## src/rtl/keypad_scan_if.sv

```systemverilog
// Key-event handshake between the keypad scanner (master) and its consumer (slave).
// Carries the FIFO head, valid/ready pair, fill level and sticky overflow.
interface keypad_scan_if #(
    parameter int CODE_W = 4,
    parameter int CNT_W  = 3
);
    logic [CODE_W-1:0] key_code;
    logic              key_valid;
    logic              key_ready;
    logic [CNT_W-1:0]  fifo_cnt;
    logic              overflow;
    logic              ovf_clr;

    modport master (
        output key_code, key_valid, fifo_cnt, overflow,
        input  key_ready, ovf_clr
    );

    modport slave (
        input  key_code, key_valid, fifo_cnt, overflow,
        output key_ready, ovf_clr
    );
endinterface

```

## src/rtl/keypad_scan.sv

```systemverilog
// Matrix keypad scanner: column-walk scan, press/release debounce, optional
// auto-repeat, and a first-word-through key-event FIFO with sticky overflow.
module keypad_scan #(
    parameter int ROWS       = 4,
    parameter int COLS       = 4,
    parameter int DEBOUNCE   = 4,
    parameter int FIFO_DEPTH = 4,
    parameter int REPEAT_DLY = 0
) (
    input  logic            clk_1k,
    input  logic            rst,
    input  logic [ROWS-1:0] kbrow,
    input  logic            lock,
    output logic [COLS-1:0] kbcol,
    keypad_scan_if.master   ev
);
    localparam int CODE_W = $clog2(ROWS*COLS);
    localparam int CIW    = $clog2(COLS);
    localparam int PW     = $clog2(FIFO_DEPTH);
    // Press/release acceptance fires on the db_cnt value that completes DEBOUNCE stable samples,
    // counting the SCAN/HOLD sample that entered the debounce state.
    localparam logic [7:0]  DB_LAST  = 8'((DEBOUNCE >= 2) ? DEBOUNCE - 2 : 0);
    localparam logic [15:0] REP_LAST = 16'((REPEAT_DLY > 0) ? REPEAT_DLY - 1 : 0);
    localparam logic [PW:0] DEPTH_C  = (PW+1)'(FIFO_DEPTH);

    typedef enum logic [2:0] {IDLE, SCAN, PRESS_DB, HOLD, REL_DB} state_t;

    state_t            state, state_n;
    logic [CIW-1:0]    col_idx, col_idx_n;
    logic [COLS-1:0]   kbcol_n;
    logic [7:0]        db_cnt, db_cnt_n;
    logic [15:0]       rep_cnt, rep_cnt_n;
    logic [ROWS-1:0]   cap_pat, cap_pat_n;
    logic [CODE_W-1:0] cap_code, cap_code_n;
    logic              push;

    int                low_cnt;
    logic [CODE_W-1:0] scan_code;

    always_comb begin
        low_cnt   = 0;
        scan_code = '0;
        for (int r = 0; r < ROWS; r++) begin
            if (!kbrow[r]) begin
                low_cnt   = low_cnt + 1;
                scan_code = CODE_W'(r*COLS + int'(col_idx));
            end
        end
    end

    always_comb begin
        state_n    = state;
        col_idx_n  = col_idx;
        kbcol_n    = kbcol;
        db_cnt_n   = db_cnt;
        rep_cnt_n  = rep_cnt;
        cap_pat_n  = cap_pat;
        cap_code_n = cap_code;
        push       = 1'b0;
        if (lock) begin
            state_n   = IDLE;
            kbcol_n   = '0;
            col_idx_n = '0;
            db_cnt_n  = '0;
            rep_cnt_n = '0;
        end else begin
            case (state)
                IDLE: begin
                    kbcol_n = '0;
                    // A key still held from before keeps us here until it is released.
                    if (&kbrow) begin
                        state_n   = SCAN;
                        col_idx_n = '0;
                        kbcol_n   = {{(COLS-1){1'b1}}, 1'b0};
                    end
                end
                SCAN: begin
                    if (low_cnt == 1) begin
                        state_n    = PRESS_DB;
                        cap_pat_n  = kbrow;
                        cap_code_n = scan_code;
                        db_cnt_n   = '0;
                    end else if (low_cnt == 0 && col_idx != CIW'(COLS-1)) begin
                        col_idx_n = col_idx + 1'b1;
                        kbcol_n   = ~(COLS'(1) << col_idx_n);
                    end else begin
                        state_n = IDLE;
                        kbcol_n = '0;
                    end
                end
                PRESS_DB: begin
                    if (kbrow == cap_pat) begin
                        db_cnt_n = db_cnt + 1'b1;
                        if (db_cnt == DB_LAST) begin
                            push      = 1'b1;
                            state_n   = HOLD;
                            rep_cnt_n = '0;
                        end
                    end else begin
                        state_n = IDLE;
                        kbcol_n = '0;
                    end
                end
                HOLD: begin
                    if (&kbrow) begin
                        state_n  = REL_DB;
                        db_cnt_n = '0;
                    end else if (REPEAT_DLY > 0) begin
                        if (rep_cnt == REP_LAST) begin
                            push      = 1'b1;
                            rep_cnt_n = '0;
                        end else begin
                            rep_cnt_n = rep_cnt + 1'b1;
                        end
                    end
                end
                REL_DB: begin
                    if (!(&kbrow)) begin
                        state_n = HOLD;
                    end else if (db_cnt == DB_LAST) begin
                        state_n = IDLE;
                        kbcol_n = '0;
                    end else begin
                        db_cnt_n = db_cnt + 1'b1;
                    end
                end
                default: begin
                    state_n = IDLE;
                    kbcol_n = '0;
                end
            endcase
        end
    end

    always_ff @(posedge clk_1k or posedge rst) begin
        if (rst) begin
            state    <= IDLE;
            col_idx  <= '0;
            kbcol    <= '0;
            db_cnt   <= '0;
            rep_cnt  <= '0;
            cap_pat  <= '1;
            cap_code <= '0;
        end else begin
            state    <= state_n;
            col_idx  <= col_idx_n;
            kbcol    <= kbcol_n;
            db_cnt   <= db_cnt_n;
            rep_cnt  <= rep_cnt_n;
            cap_pat  <= cap_pat_n;
            cap_code <= cap_code_n;
        end
    end

    logic [CODE_W-1:0] mem [FIFO_DEPTH];
    logic [PW-1:0]     wr_ptr, rd_ptr;
    logic [PW:0]       cnt;
    logic              valid, full, pop, wr_en, drop, ovf;

    assign valid = (cnt != '0);
    assign full  = (cnt == DEPTH_C);
    assign pop   = valid & ev.key_ready;
    // A simultaneous pop frees the slot, so a push on a full FIFO still lands.
    assign wr_en = push & (~full | pop);
    assign drop  = push & full & ~pop;

    always_ff @(posedge clk_1k) begin
        if (wr_en) mem[wr_ptr] <= cap_code;
    end

    always_ff @(posedge clk_1k or posedge rst) begin
        if (rst) begin
            wr_ptr <= '0;
            rd_ptr <= '0;
            cnt    <= '0;
            ovf    <= 1'b0;
        end else begin
            if (wr_en) wr_ptr <= wr_ptr + 1'b1;
            if (pop)   rd_ptr <= rd_ptr + 1'b1;
            case ({wr_en, pop})
                2'b10:   cnt <= cnt + 1'b1;
                2'b01:   cnt <= cnt - 1'b1;
                default: cnt <= cnt;
            endcase
            ovf <= drop | (ovf & ~ev.ovf_clr);
        end
    end

    assign ev.key_valid = valid;
    assign ev.key_code  = valid ? mem[rd_ptr] : '0;
    assign ev.fifo_cnt  = cnt;
    assign ev.overflow  = ovf;
endmodule
```

## src/flat_wrapper.sv

```systemverilog
// flat-port wrapper written by rule: the top's interface ports become plain ports
module keypad_scan_flat 
#(
    parameter int ROWS       = 4,
    parameter int COLS       = 4,
    parameter int DEBOUNCE   = 4,
    parameter int FIFO_DEPTH = 4,
    parameter int REPEAT_DLY = 0
)
  (clk_1k, rst, kbrow, lock, kbcol, ev_key_code, ev_key_valid, ev_fifo_cnt, ev_overflow, ev_key_ready, ev_ovf_clr);
  keypad_scan_if ev_i ();
  input  logic clk_1k;
  input  logic rst;
  input  logic [ROWS-1:0] kbrow;
  input  logic lock;
  output logic [COLS-1:0] kbcol;
  output wire logic [$bits(ev_i.key_code)-1:0] ev_key_code;
  output wire logic [$bits(ev_i.key_valid)-1:0] ev_key_valid;
  output wire logic [$bits(ev_i.fifo_cnt)-1:0] ev_fifo_cnt;
  output wire logic [$bits(ev_i.overflow)-1:0] ev_overflow;
  input wire logic [$bits(ev_i.key_ready)-1:0] ev_key_ready;
  input wire logic [$bits(ev_i.ovf_clr)-1:0] ev_ovf_clr;
  assign ev_key_code = ev_i.key_code;
  assign ev_key_valid = ev_i.key_valid;
  assign ev_fifo_cnt = ev_i.fifo_cnt;
  assign ev_overflow = ev_i.overflow;
  assign ev_i.key_ready = ev_key_ready;
  assign ev_i.ovf_clr = ev_ovf_clr;
  keypad_scan #(.ROWS(ROWS), .COLS(COLS), .DEBOUNCE(DEBOUNCE), .FIFO_DEPTH(FIFO_DEPTH), .REPEAT_DLY(REPEAT_DLY)) u_core (.clk_1k(clk_1k), .rst(rst), .kbrow(kbrow), .lock(lock), .kbcol(kbcol), .ev(ev_i));
endmodule
```

## config.mk

```make
export PLATFORM = sky130hd
export DESIGN_NAME = keypad_scan_flat
export DESIGN_NICKNAME = d
export VERILOG_FILES = /design/src/rtl/keypad_scan_if.sv /design/src/rtl/keypad_scan.sv /design/src/flat_wrapper.sv
export SDC_FILE = /design/constraint.sdc
export NUM_CORES = 1
export LEC_CHECK = 0
export BUFFER_PORTS_ARGS = -buffer_cell sky130_fd_sc_hd__buf_2
export CAP_MARGIN = 20
export CORE_MARGIN = 4
export CORE_UTILIZATION = 55
export CTS_BUF_LIST = sky130_fd_sc_hd__clkbuf_4
export CTS_CLUSTER_DIAMETER = 60
export DETAILED_ROUTE_END_ITERATION = 8
export PLACE_DENSITY = 0.78
export SYNTH_ARGS = -nofsm -noshare
export SYNTH_HDL_FRONTEND = slang
export SYNTH_SLANG_ARGS = --single-unit
export TNS_END_PERCENT = 20
```

## constraint.sdc

```tcl
create_clock -name clk_1k -period 2.59 [get_ports clk_1k]
set_input_delay 0.1295 -clock clk_1k [delete_from_list [all_inputs] [get_ports clk_1k]]
set_output_delay 0.1295 -clock clk_1k [all_outputs]
set_load 0.005 [all_outputs]
```

### Word-level counts from Yosys, hierarchy flattened

Memory sizes are Yosys's and may differ from the RTL's.
Cells that the tools add are included.

* shift operators: 1
* order comparisons: 0
* eq/ne operators: 25
* multiply operators: 0
* div/mod/pow operators: 0
* reductions and logical operators: 13
* muxes and demuxes: 46
* add/sub/neg operators: 12
* bitwise logic cells: 12

Operators by type and width (count)
* $mux 32: 3
* $add 32x2->32 const B: 2
* $mux 8: 6
* $mux 4: 11
* $eq 32x2->1 const B: 1
* $logic_not 32->1: 1
* $pmux 8 s4: 1
* $mux 3: 9
* $ne 3x2->1 const B: 7
* $pmux 4 s5: 1
* $pmux 3 s5: 1
* $mux 2: 5
* $reduce_and 5->1: 2
* $ne 3x3->1 const B: 3
* $add 4x2->4 const A: 2
* $add 8x1->8 const B: 1
* $eq 8x2->1 const B: 1
* $ne 4x4->1 const B: 2
* $reduce_and 4->1: 2
* $mux 1: 7
* $add 2x1->2 const B: 3
* $eq 3x2->1 const B: 2
* $eq 3x3->1 const B: 2
* $pmux 3 s2: 1
* other kinds (23): 33

* memories: 1
* ROM bits: 0
* word-level logic and storage cells: 120
* bits in latches: 0
* memory bits (writable): 16
* output and inout bits: 13
* bits in registers: 33

Memory list
* u_core.mem: depth 4, width 4, read ports 1, clocked after Yosys merged registers in 0, wr ports 1, RTL line keypad_scan.sv:155 `logic [CODE_W-1:0] mem [FIFO_DEPTH];`

### Longest topological paths before layout

* depth after elaboration: 13
* gate-level depth with buffers: 12

### Worst setup path after synthesis

Ideal clock, no wire load.

* kind: register -> register
* start: reg u_core.cnt[0] (netlist: u_core.ev.fifo_cnt[0])
* end: reg u_core.cnt[2] (netlist: u_core.ev.fifo_cnt[2])
* arrival: 2298 ps
* data required time: 2511 ps
* period minus slack after synthesis: 2377 ps
* library setup time: 79 ps
* stages on the path, launching flop included: 10
* slack: 213 ps
* cells stage by stage: dfrtp_1 > or4b_2 > nor3b_2 > inv_1 > ha_1 > inv_1 > fa_1 > xor2_1 > nor2_1 > xor2_1

* cells in the longest elaborated chain, start to end: 6
* elaborated cells between the ends (all ways): 12
* classes of those cells: add/sub (2); eq/ne (3); mux (1); bitwise (4); reduce/logical (2)

Ends and longest elaborated chain
* start: declaration: RTL line keypad_scan.sv:157 `logic [PW:0] cnt;`
* start signal: assignment: RTL line keypad_scan.sv:181 `2'b10: cnt <= cnt + 1'b1;`
* start signal: assignment: RTL line keypad_scan.sv:182 `2'b01: cnt <= cnt - 1'b1;`
* start signal: assignment: RTL line keypad_scan.sv:183 `default: cnt <= cnt;`
* $reduce_bool 3->1 / $eq 3x3->1 (equally long branches): RTL line keypad_scan.sv:160, keypad_scan.sv:161
* $and 1x1->1 / $not 1->1 (equally long branches): RTL line keypad_scan.sv:162, keypad_scan.sv:164
* $or 1x1->1: RTL line keypad_scan.sv:164 `assign wr_en = push & (~full | pop);`
* $and 1x1->1: RTL line keypad_scan.sv:164
* $eq 2x1->1 / $eq 2x2->1 (equally long branches): RTL line keypad_scan.sv:180 `case ({wr_en, pop})`
* $pmux 3 s2 / $reduce_bool 2->1 (equally long branches)

Parallel ways exist; a longest one is shown, timed or not.
A chain may end at the register's enable or synchronous reset.

### Final worst setup path

Ends and elaborated chain as after synthesis.

==> flow_results.xml <==
<?xml version="1.0" encoding="UTF-8"?>
<metrics>
  <group name="sta">
    <metric name="setup_total_negative_slack" unit="ps">0</metric>
    <metric name="finalSetupViolCount" unit="">0</metric>
    <metric name="tightest_slew" unit="ps">412</metric>
    <metric name="final_min_period_over_clock_period" unit="%">94.2</metric>
    <metric name="worst_slew_margin_rel" unit="%">72.5</metric>
    <metric name="final-hold-violation-count" unit="">0</metric>
    <metric name="finClkSkew" unit="ps">8.18</metric>
    <metric name="min_period" unit="ps">2440</metric>
    <metric name="whs" unit="ps">21.4</metric>
    <metric name="report.final.slew_viol_count" unit="">0</metric>
    <metric name="unrepaired_setup_endpoints_after_global_routing" unit="">false</metric>
    <metric name="max_freq" unit="GHz">0.410</metric>
    <metric name="finalWorstSetupSlack" unit="ps">150</metric>
  </group>
  <group name="die">
    <metric name="core_region_area" unit="um^2">4790</metric>
    <metric name="boundaryPins" unit="">22</metric>
    <metric name="die_w" unit="um">78.7</metric>
    <metric name="die-area" unit="um^2">6190</metric>
    <metric name="dieHeight" unit="um">78.7</metric>
    <metric name="start_util" unit="%">57.4</metric>
    <metric name="rows" unit="">25</metric>
  </group>
  <group name="flow_run">
    <metric name="drv.max_cap_violation_count" unit="">0</metric>
  </group>
  <group name="grt">
    <metric name="vias_in_the_first_global_route" unit="">1885</metric>
    <metric name="all_layer_global_routing_usage" unit="%">18.0</metric>
    <metric name="grt_antenna_before_repair" unit="">0</metric>
    <metric name="grt_start_max_net_pins" unit="">34</metric>
    <metric name="globalRouteOverflowTotal" unit="">0</metric>
    <metric name="grt_pass1_wl" unit="um">8710</metric>
  </group>
  <group name="cts">
    <metric name="clkLatencyLatePin" unit="ps">370</metric>
    <metric name="cts_num_sinks" unit="">49</metric>
    <metric name="cts.clk_slew.worst_paths" unit="ps">140</metric>
    <metric name="cts_tree" unit="">yes</metric>
    <metric name="clk_root_buffer_cell" unit="">sky130_fd_sc_hd__clkbuf_4</metric>
    <metric name="cts-root-to-sink-buffers" unit="">2</metric>
    <metric name="cts_inserted_buffers" unit="">5</metric>
    <metric name="cts_max_level" unit="">2</metric>
  </group>
  <group name="status">
    <metric name="status" unit="">completed</metric>
  </group>
  <group name="logic_synthesis">
    <metric name="synth_edf_count" unit="">16</metric>
    <metric name="syn_area_per_cell" unit="um^2">11.8</metric>
    <metric name="post-synth-top-count-cell" unit="">sky130_fd_sc_hd__dfrtp_1</metric>
    <metric name="synth.top_cells.by_count" unit="">sky130_fd_sc_hd__dfrtp_1, sky130_fd_sc_hd__edfxtp_1, sky130_fd_sc_hd__ha_1, sky130_fd_sc_hd__inv_1, sky130_fd_sc_hd__nand2_1</metric>
    <metric name="yosysUniqueCellTypes" unit="">61</metric>
    <metric name="synthesis.area" unit="um^2">2750</metric>
    <metric name="yosys-top-cells-area" unit="">sky130_fd_sc_hd__dfrtp_1, sky130_fd_sc_hd__edfxtp_1, sky130_fd_sc_hd__ha_1</metric>
    <metric name="async_flop_share" unit="%">67.3</metric>
    <metric name="synth_top_area_share" unit="%">26.4</metric>
    <metric name="synth.yosys.seq_area_share" unit="%">47.8</metric>
    <metric name="synth_cells" unit="">232</metric>
    <metric name="postSynthRegisterBits" unit="">49</metric>
    <metric name="postSynthNetCount" unit="">256</metric>
    <metric name="ys_dominant_reg_cell" unit="">sky130_fd_sc_hd__dfrtp_1</metric>
    <metric name="synth_largest_area_cell" unit="">sky130_fd_sc_hd__dfrtp_1</metric>
    <metric name="ys_warn_count" unit="">0</metric>
  </group>
  <group name="cells_and_area">
    <metric name="antenna_cells" unit="">0</metric>
    <metric name="layout.nets" unit="">288</metric>
    <metric name="sequential_standard_cell_area" unit="um^2">1310</metric>
    <metric name="layout.cell_area.non_filler" unit="um^2">3050</metric>
    <metric name="fillCellCount" unit="">378</metric>
    <metric name="multi_input_comb_area" unit="um^2">1330</metric>
    <metric name="post_route_cells_drive_above_1_share" unit="%">24.5</metric>
    <metric name="layout-area-overhead-vs-synth" unit="%">11.2</metric>
  </group>
  <group name="detailed_routing">
    <metric name="num_vias" unit="">1907</metric>
    <metric name="postRouteWirelength" unit="um">4860</metric>
    <metric name="wl_per_cell" unit="um">14.6</metric>
    <metric name="drtPass1Iterations" unit="">4</metric>
    <metric name="vias_per_cell" unit="">5.74</metric>
    <metric name="drt_drc_violations_left" unit="">0</metric>
    <metric name="drt_iter0_markers" unit="">147</metric>
    <metric name="ant_nets" unit="">0</metric>
  </group>
  <group name="power">
    <metric name="cellLeakagePower" unit="nW">1.33</metric>
    <metric name="p_total" unit="mW">2.21</metric>
    <metric name="power-per-cell-area" unit="nW/um^2">725</metric>
    <metric name="vdd_drop_max" unit="V">0.000401</metric>
  </group>
  <group name="place">
    <metric name="detailedPlacementHpwl" unit="um">3650</metric>
    <metric name="routabilityCongestion" unit="">0.854</metric>
    <metric name="buffer_ports.inserted" unit="">21</metric>
    <metric name="place_worst_setup_slack" unit="ps">151</metric>
    <metric name="placement.cell_area" unit="um^2">2960</metric>
  </group>
  <group name="setup_path">
    <metric name="worstSetupPathType" unit="">register to register</metric>
    <metric name="worstSetupEndpointType" unit="">register</metric>
    <metric name="cp_data_required_time" unit="ps">2900</metric>
    <metric name="critical_path.startpoint_type" unit="">register</metric>
    <metric name="cp.arrival" unit="ps">2750</metric>
    <metric name="path_max_fanout" unit="">2</metric>
  </group>
  <group name="worst_hold_path">
    <metric name="worstHoldPathType" unit="">primary input to register</metric>
  </group>
</metrics>
## state kept, by name, indices dropped and copies added, names as in the netlist, 3 cells and up
name and flops:
u_core.kbcol 4, u_core.db_cnt 8, u_core.ev.fifo_cnt 3, u_core.cap_code 4, u_core.state 3, u_core.mem 16
u_core.cap_pat 4
## power breakdown
group | total, mW | switching (mW) | internal [mW]
combinational | 0.743 | 0.349 | 0.393
sequential | 1.10 | 0.138 | 0.960
clock | 0.372 | 0.259 | 0.113
## final timing paths
| check | startpoint | to | slack, ps | depth (start not counted) |
|---|---|---|---|---|
| max in group asynchronous | rst | u_core.cap_pat[3]$_DFFE_PP1P_ | 1890 | 4 |
| max reg2reg | u_core.ev.fifo_cnt[0]$_DFFE_PP0P_ | u_core.ev.fifo_cnt[2]$_DFFE_PP0P_ | 150 | 9 |
| max | u_core.ev.fifo_cnt[0]$_DFFE_PP0P_ | u_core.ev.fifo_cnt[2]$_DFFE_PP0P_ | 150 | 9 |
| min | kbrow[1] | u_core.cap_pat[1]$_DFFE_PP1P_ | 20 | 3 |
| min reg2reg | u_core.cap_pat[1]$_DFFE_PP1P_ | u_core.cap_pat[1]$_DFFE_PP1P_ | 490 | 2 |
| min in group asynchronous | rst | u_core.rd_ptr[0]$_DFFE_PP0P_ | 360 | 4 |
## worst max-delay path: stages (launching register included)
cell and delay [ps]:
sky130_fd_sc_hd__dfrtp_1 410, sky130_fd_sc_hd__or4b_2 700, sky130_fd_sc_hd__nor3b_2 190, sky130_fd_sc_hd__inv_1 60
sky130_fd_sc_hd__ha_1 180, sky130_fd_sc_hd__inv_1 60, sky130_fd_sc_hd__fa_1 370, sky130_fd_sc_hd__xor2_1 150
sky130_fd_sc_hd__nor2_1 130, sky130_fd_sc_hd__xor2_1 150
## metal layers
layer	GRT usage [%]	wire length, um	vias up
met5	0	0	-
met4	7.52	87	0
met3	3.33	250	9
met2	28.4	2260	44
met1	24.4	2260	927
li1	-	-	927
## cell families (layout without fill, tap and decap cells)
logic type,after synthesis,after routing,synth area share [%]
fa+ha+maj,15,15,7.11
compound gates,47,47,13.4
xor+xnor,14,14,5.06
simple gates,71,71,15.8
mux,12,12,6.93
buf+inv,24,57,3.87
flops,49,49,47.8
## metrics by stage
| stage | instances | util, % |
|---|---|---|
| floorplan | 232 | - |
| global placement | 321 | 61.9 |
| detailed placement | 321 | 61.9 |
| CTS | 331 | 63.6 |
| global route | 332 | 63.8 |
| finish | 332 | 63.8 |
## layout make-up
| class | count | area share [%] |
|---|---|---|
| clock inverters | 3 | 0.820 |
| flip-flops and latches | 49 | 43.0 |
| clock buffers | 5 | 1.23 |
| repair buffers | 35 | 7.05 |
| inverters | 14 | 1.72 |
| well taps | 67 | 2.75 |
| multi-input cells | 159 | 43.5 |
## cell usage in the layout (no fill, tap or decap), types with 5 or more instances in the layout
master,Yosys,layout
sky130_fd_sc_hd__edfxtp_1,16,16
sky130_fd_sc_hd__o21ai_1,5,5
sky130_fd_sc_hd__dfrtp_1,29,29
sky130_fd_sc_hd__a31oi_1,6,6
sky130_fd_sc_hd__xnor2_1,9,9
sky130_fd_sc_hd__and2_1,10,10
sky130_fd_sc_hd__nor3_1,5,5
sky130_fd_sc_hd__ha_1,14,14
sky130_fd_sc_hd__nand2_1,13,13
sky130_fd_sc_hd__and3_1,6,6
sky130_fd_sc_hd__a41oi_1,6,6
sky130_fd_sc_hd__nand4_1,5,5
sky130_fd_sc_hd__nor2_1,7,7
sky130_fd_sc_hd__clkbuf_4,0,5
sky130_fd_sc_hd__buf_2,7,21
sky130_fd_sc_hd__inv_1,14,14
sky130_fd_sc_hd__nand2b_1,7,7
sky130_fd_sc_hd__buf_4,0,12
## repair_timing
action	4_1_cts	5_1_grt
hold endpoints to repair	30	0
gates resized for setup	0	0
hold buffers	2	0
buffers inserted	0	1
endpoints found under the setup margin	0	1
Note: power is estimated with default switching activity, not from simulation.
